**src/rtl/irq_pkg.sv**
```systemverilog
// irq_pkg: shared types, limits and sizing helper for the priority interrupt controller.
package irq_pkg;

    localparam int MAX_CH = 16;

    typedef enum logic [1:0] {
        IDLE,
        ASSERT,
        SERVICE
    } state_t;

    // Channel index width; never narrower than one bit.
    function automatic int id_width(input int n);
        return (n <= 2) ? 1 : $clog2(n);
    endfunction

endpackage

```
**src/rtl/irq_prio_select.sv**
```systemverilog
// irq_prio_select: qualify channels against mask/threshold and pick the highest-priority one.
// Ports:
//   pend_i  pending request bits
//   mask_i  1 = channel blocked
//   prio_i  per-channel priority (0 = disabled)
//   thr_i   a channel qualifies only above this value
//   qual_o  per-channel qualification
//   id_o    winning channel index (lowest index on a tie)
//   vld_o   at least one channel qualifies
module irq_prio_select #(
    parameter int N_CH   = 4,
    parameter int PRIO_W = 4,
    parameter int ID_W   = 2
) (
    input  logic [N_CH-1:0]             pend_i,
    input  logic [N_CH-1:0]             mask_i,
    input  logic [N_CH-1:0][PRIO_W-1:0] prio_i,
    input  logic [PRIO_W-1:0]           thr_i,
    output logic [N_CH-1:0]             qual_o,
    output logic [ID_W-1:0]             id_o,
    output logic                        vld_o
);

    logic [PRIO_W-1:0] best;
    logic              q;

    // Ascending scan with a strict compare keeps the lowest index on ties.
    always_comb begin
        qual_o = '0;
        id_o   = '0;
        vld_o  = 1'b0;
        best   = '0;
        q      = 1'b0;
        for (int i = 0; i < N_CH; i++) begin
            q         = pend_i[i] && !mask_i[i] && (prio_i[i] != '0) && (prio_i[i] > thr_i);
            qual_o[i] = q;
            if (q && (!vld_o || prio_i[i] > best)) begin
                vld_o = 1'b1;
                best  = prio_i[i];
                id_o  = ID_W'(i);
            end
        end
    end

endmodule

```
**src/rtl/irq_prio_ctrl.sv**
```systemverilog
// irq_prio_ctrl: programmable-priority interrupt controller with IACK/EOI handshake.
// Ports:
//   clk, rst     clock, asynchronous active-high reset
//   irq_in       raw request lines
//   irq_mask     1 = channel blocked from arbitration (pending still recorded)
//   prio_we/sel/wdata  priority register write port
//   threshold    channels must have priority strictly above this
//   irq_out      interrupt to the core (high while in ASSERT)
//   irq_id       latched channel index
//   iack, eoi    acknowledge / end-of-interrupt pulses from the core
//   in_service   high between accepted iack and eoi
//   clr_ack      one-hot one-cycle pulse on the acknowledged channel
// Build option: define IRQ_EDGE_EN for rising-edge request detection; default is level mode.
module irq_prio_ctrl
    import irq_pkg::*;
#(
    parameter int N_CH   = 4,
    parameter int PRIO_W = 4,
    parameter int ID_W   = id_width(N_CH)
) (
    input  logic              clk,
    input  logic              rst,
    input  logic [N_CH-1:0]   irq_in,
    input  logic [N_CH-1:0]   irq_mask,
    input  logic              prio_we,
    input  logic [ID_W-1:0]   prio_sel,
    input  logic [PRIO_W-1:0] prio_wdata,
    input  logic [PRIO_W-1:0] threshold,
    output logic              irq_out,
    output logic [ID_W-1:0]   irq_id,
    input  logic              iack,
    input  logic              eoi,
    output logic              in_service,
    output logic [N_CH-1:0]   clr_ack
);

    state_t                     state_q, state_d;
    logic [ID_W-1:0]            id_q, id_d;
    logic [N_CH-1:0]            pend_q, pend_d;
    logic [N_CH-1:0]            clr_q;
    logic [N_CH-1:0][PRIO_W-1:0] prio_q;
    logic [N_CH-1:0]            qual;
    logic [ID_W-1:0]            win_id;
    logic                       win_vld;
    logic                       ack;
    logic [N_CH-1:0]            ack_vec;

    assign ack     = (state_q == ASSERT) && iack;
    assign ack_vec = ack ? (N_CH'(1) << id_q) : '0;

`ifdef IRQ_EDGE_EN
    logic [N_CH-1:0] in_d_q;

    always_ff @(posedge clk or posedge rst)
        if (rst) in_d_q <= '0;
        else     in_d_q <= irq_in;

    // New edges are OR-ed in after the clear so a same-cycle set wins.
    assign pend_d = (pend_q & ~ack_vec) | (irq_in & ~in_d_q);
`else
    assign pend_d = irq_in & ~ack_vec;
`endif

    irq_prio_select #(
        .N_CH  (N_CH),
        .PRIO_W(PRIO_W),
        .ID_W  (ID_W)
    ) u_sel (
        .pend_i(pend_q),
        .mask_i(irq_mask),
        .prio_i(prio_q),
        .thr_i (threshold),
        .qual_o(qual),
        .id_o  (win_id),
        .vld_o (win_vld)
    );

    // The latched id only changes on IDLE exit, so there is no preemption.
    always_comb begin
        state_d = state_q;
        id_d    = id_q;
        case (state_q)
            IDLE: if (win_vld) begin
                state_d = ASSERT;
                id_d    = win_id;
            end
            ASSERT:  state_d = iack ? SERVICE : (qual[id_q] ? ASSERT : IDLE);
            SERVICE: state_d = eoi ? IDLE : SERVICE;
            default: state_d = IDLE;
        endcase
    end

    always_ff @(posedge clk or posedge rst) begin
        if (rst) begin
            state_q <= IDLE;
            id_q    <= '0;
            pend_q  <= '0;
            clr_q   <= '0;
            prio_q  <= '0;
        end else begin
            state_q <= state_d;
            id_q    <= id_d;
            pend_q  <= pend_d;
            clr_q   <= ack_vec;
            if (prio_we && (int'(prio_sel) < N_CH))
                prio_q[prio_sel] <= prio_wdata;
        end
    end

    assign irq_out    = (state_q == ASSERT);
    assign in_service = (state_q == SERVICE);
    assign irq_id     = id_q;
    assign clr_ack    = clr_q;

endmodule
```
**config.mk**
```make
export PLATFORM = sky130hd
export DESIGN_NAME = irq_prio_ctrl
export DESIGN_NICKNAME = d
export VERILOG_FILES = /design/src/rtl/irq_pkg.sv /design/src/rtl/irq_prio_select.sv /design/src/rtl/irq_prio_ctrl.sv
export SDC_FILE = /design/constraint.sdc
export NUM_CORES = 1
export LEC_CHECK = 0
export CAP_MARGIN = 20
export CORE_MARGIN = 1
export CORE_UTILIZATION = 45
export CTS_BUF_LIST = sky130_fd_sc_hd__clkbuf_16
export CTS_CLUSTER_DIAMETER = 120
export DETAILED_ROUTE_END_ITERATION = 10
export PLACE_DENSITY = 0.79
export SETUP_SLACK_MARGIN = 0.4
export SYNTH_ARGS = -nofsm -noshare
export SYNTH_HDL_FRONTEND = slang
export SYNTH_SLANG_ARGS = --single-unit
```
**constraint.sdc**
```tcl
create_clock -name clk -period 4.35 [get_ports clk]
set_input_delay 0.435 -clock clk [delete_from_list [all_inputs] [get_ports clk]]
set_output_delay 0.435 -clock clk [all_outputs]
set_load 0.1 [all_outputs]
```
==> summary.txt <==
Status
  – Status: finished, violations left
  – Failing checks: negative setup slack

Timing
  – Final cycle utilization of the critical path: 1.080
  – Slew headroom: 0.3467
  – Final Hold Violating Endpoints: 0
  – Setup ws final: -0.3501 ns
  – Unrepaired setup endpoints after global routing: yes
  – Min cycle time layout: 4.700 ns
  – F_max: 212.8 MHz
  – Clk_skew: 0.003751 ns
  – Final setup fails: 2
  – Worst slew pin tran: 0.9769 ns
  – Setup TNS Final: -0.6199 ns
  – Fin. max-slew vios: 0

Placed design
  – Hpwl dp: 3.349 mm
  – Gpl congestion: 0.8254
  – Number of cells after detailed placement: 273
  – DP Area: 0.002449 mm^2
  – PortBufs: 30

GRT
  – Global-route wire length before repair: 6.893 mm
  – GRT Overall Usage: 0.2123
  – Overflow after GRT: 0
  – Antenna violations before repair: 0
  – Vias in the first global route: 1,490
  – Largest net degree at the start of global routing: 29

Synthesis
  – Area contributors post-synth: dfrtp_1 37%, ha_1 19%, mux2_2 11%
  – Synth warnings: 0
  – Mapped cell area: 0.001886 mm^2
  – Synth Net Count: 228
  – Unique masters post-synth: 31
  – Post-synthesis sequential area ratio: 0.3716
  – Synthesis-stage register bit count: 28
  – Top cell type's share of synthesized area: 0.3716
  – Largest area contributor in the synthesized netlist: dfrtp_1
  – Synth Instances: 177
  – Average size of a mapped cell: 10.65 um^2

CTS
  – Deepest clock path buffer count: 2
  – Clk slew on worst S/H paths: 0.07 ns
  – Clock sink total: 28
  – Worst skew pair latency: 0.26 ns
  – CTS tree: done
  – Max H-tree Level: 1
  – CTS root buffer: clkbuf_16
  – CTS Buf Count: 3

Die
  – Die height: 66.73 um
  – Die footprint: 0.004453 mm^2
  – Initial core utilization: 0.4714
  – Ports: 31
  – Die X: 66.73 um
  – Core box area: 0.004000 mm^2
  – Cell Rows: 23

Setup path
  – Critical Path RT: 4.50 ns
  – Worst Path Arrival: 4.85 ns
  – CP startpoint kind: flop
  – Critical path class: flop to flop
  – CP Capture Type: flop
  – Crit path max fanout: 4

Flow run
  – Max-cap violations: 0

Worst hold path
  – Hold crit path type: input port to asynchronous set/reset pin

Power and ir drop
  – Peak supply drop: 0.2803 mV
  – Leak: 0.001192 uW
  – PD cells: 474.9 mW/mm^2

Cells and area
  – Area of the multi-input gates: 0.001313 mm^2
  – FF/Latch Area: 703.2 um^2
  – Final Non-Filler Cells: 292
  – Share of layout cells above drive strength 1: 0.3719
  – Fillcell total: 301
  – Design area: 0.002808 mm^2
  – Number of inserted diodes: 0
  – Nets@finish: 294
  – P&R area growth vs syn: 48.90%

Routing
  – Routed WL: 4.698 mm
  – Detail Route Antenna Nets: 0
  – 1st-iter DRT viols: 73
  – Vias: 1,637
  – Vias per cell: 5.606
  – Initial DRT Pass Iterations: 4
  – # DRC: 0
  – Wirelength per Cell: 16.09 um
[cells by family after synthesis]
kind of cell | after synthesis | share of synthesized area
simple gates | 53 | 0.1672
compound gates | 35 | 0.1241
fa+ha+maj | 28 | 0.1858
flops | 28 | 0.3716
mux | 20 | 0.1254
buf+inv | 13 | 0.02588
[state kept, by name, indices dropped and copies added (netlist names)]
name / flops
prio_q: 16
pend_q: 4
clr_ack: 4
irq_id: 2
state_q: 2
[routing by layer]
| metal | vias to the layer above | routed length, um | GRT usage |
|---|---|---|---|
| met5 | - | 0 | 0 |
| met4 | 0 | 95 | 0.07181 |
| met3 | 9 | 181 | 0.03596 |
| met2 | 45 | 2167 | 0.3169 |
| met1 | 783 | 2254 | 0.3069 |
| li1 | 800 | - | - |
[layout by cell type (no fill, tap or decap), drive strengths merged, types with 6 or more instances in the layout]
| cell type | instances |
|---|---|
| nor2b | 12 |
| mux2 | 19 |
| clkdlybuf4s50 | 26 |
| dfrtp | 28 |
| buf | 31 |
| a21oi | 13 |
| o21ai | 8 |
| nand4 | 7 |
| nor2 | 6 |
| ha | 28 |
| nand2 | 9 |
| inv | 11 |
[cell usage after synthesis]
library cell	instances
inv_1	13
nand4_1	7
nor2b_1	12
a21oi_2	2
o32a_1	1
ha_1	28
nand2_1	9
a31o_1	1
o22a_1	1
a21oi_1	11
dfrtp_1	28
o211ai_1	3
or4_1	4
o41a_1	1
mux2_2	19
nor3_1	1
a21o_2	1
o21ai_1	1
nor3b_1	3
a22o_1	1
and4_1	1
nand3b_1	2
mux4_2	1
o211ai_2	1
o21ai_0	7
o21a_1	1
a22oi_1	3
nor2_1	6
nand2b_1	3
nand4b_1	4
nand3_1	1
[where the power goes]
group | total, uW | switching [uW] | internal [uW] | leakage (uW)
clock | 271 | 87.4 | 183 | 0.0000511
sequential | 389 | 74.2 | 314 | 0.000338
combinational | 674 | 372 | 302 | 0.000803
[critical path: stages (launching register included)]
cell      delay (ns)
dfrtp_1         0.41
buf_6           0.13
or4_1           0.46
nand4b_1        0.15
buf_4           0.13
a21o_4          0.08
nor2_2          0.03
ha_2            0.30
nand4_1         0.08
o21ai_1         0.11
a21oi_2         0.08
o21a_2          0.24
a22oi_2         0.19
ha_1            0.29
o21ai_1         0.08
a21oi_1         0.05
o21ai_1         0.18
o21ai_1         0.11
nand2_2         0.12
mux2_4          0.32
ha_4            0.22
nor2b_4         0.12
o21ai_2         0.11
nand2b_1        0.08
a21oi_2         0.15
o21ai_2         0.08
o32a_1          0.28
[metrics by stage]
stage	hold slack (ns)	power [uW]	utilization	setup slack [ns]
global route	0.4038	1408	0.7019	-0.5570
finish	0.3703	1333	0.7019	-0.3501
global placement	0.5497	939.6	0.6121	-0.7890
detailed placement	0.5671	951.4	0.6121	-0.8680
floorplan	0.4967	781.2	-	-0.1896
CTS	0.5721	1262	0.6631	-0.2535
[final cells by class]
cell class / instances / area share
sequential: 28 / 0.2504
tap: 50 / 0.02228
multi-input combinational: 136 / 0.4675
timing repair buffer: 61 / 0.2014
clock inverter: 1 / 0.01070
clock buffer: 3 / 0.02674
inverter: 13 / 0.02094
[repair_timing]
item,in CTS,in global routing
pin swaps,16,10
buffers inserted,10,4
resized for setup,15,21
setup endpoints to repair,2,2
hold buffers,0,0
[path summary, 6_finish.rpt]
check	startpoint	to	slack, ns	cells past startpoint
worst max-delay path	prio_q[0]	irq_id[1]	-0.35	26
worst min-delay path	rst	pend_q[2]	0.37	2
worst max register to register	prio_q[0]	irq_id[1]	-0.35	26
worst min register to register	state_q[0]	state_q[1]	0.57	3
max in group asynchronous	rst	prio_q[3]	3.59	3
min in group clk	state_q[0]	state_q[1]	0.57	3
(Power assumes the default switching activity.)
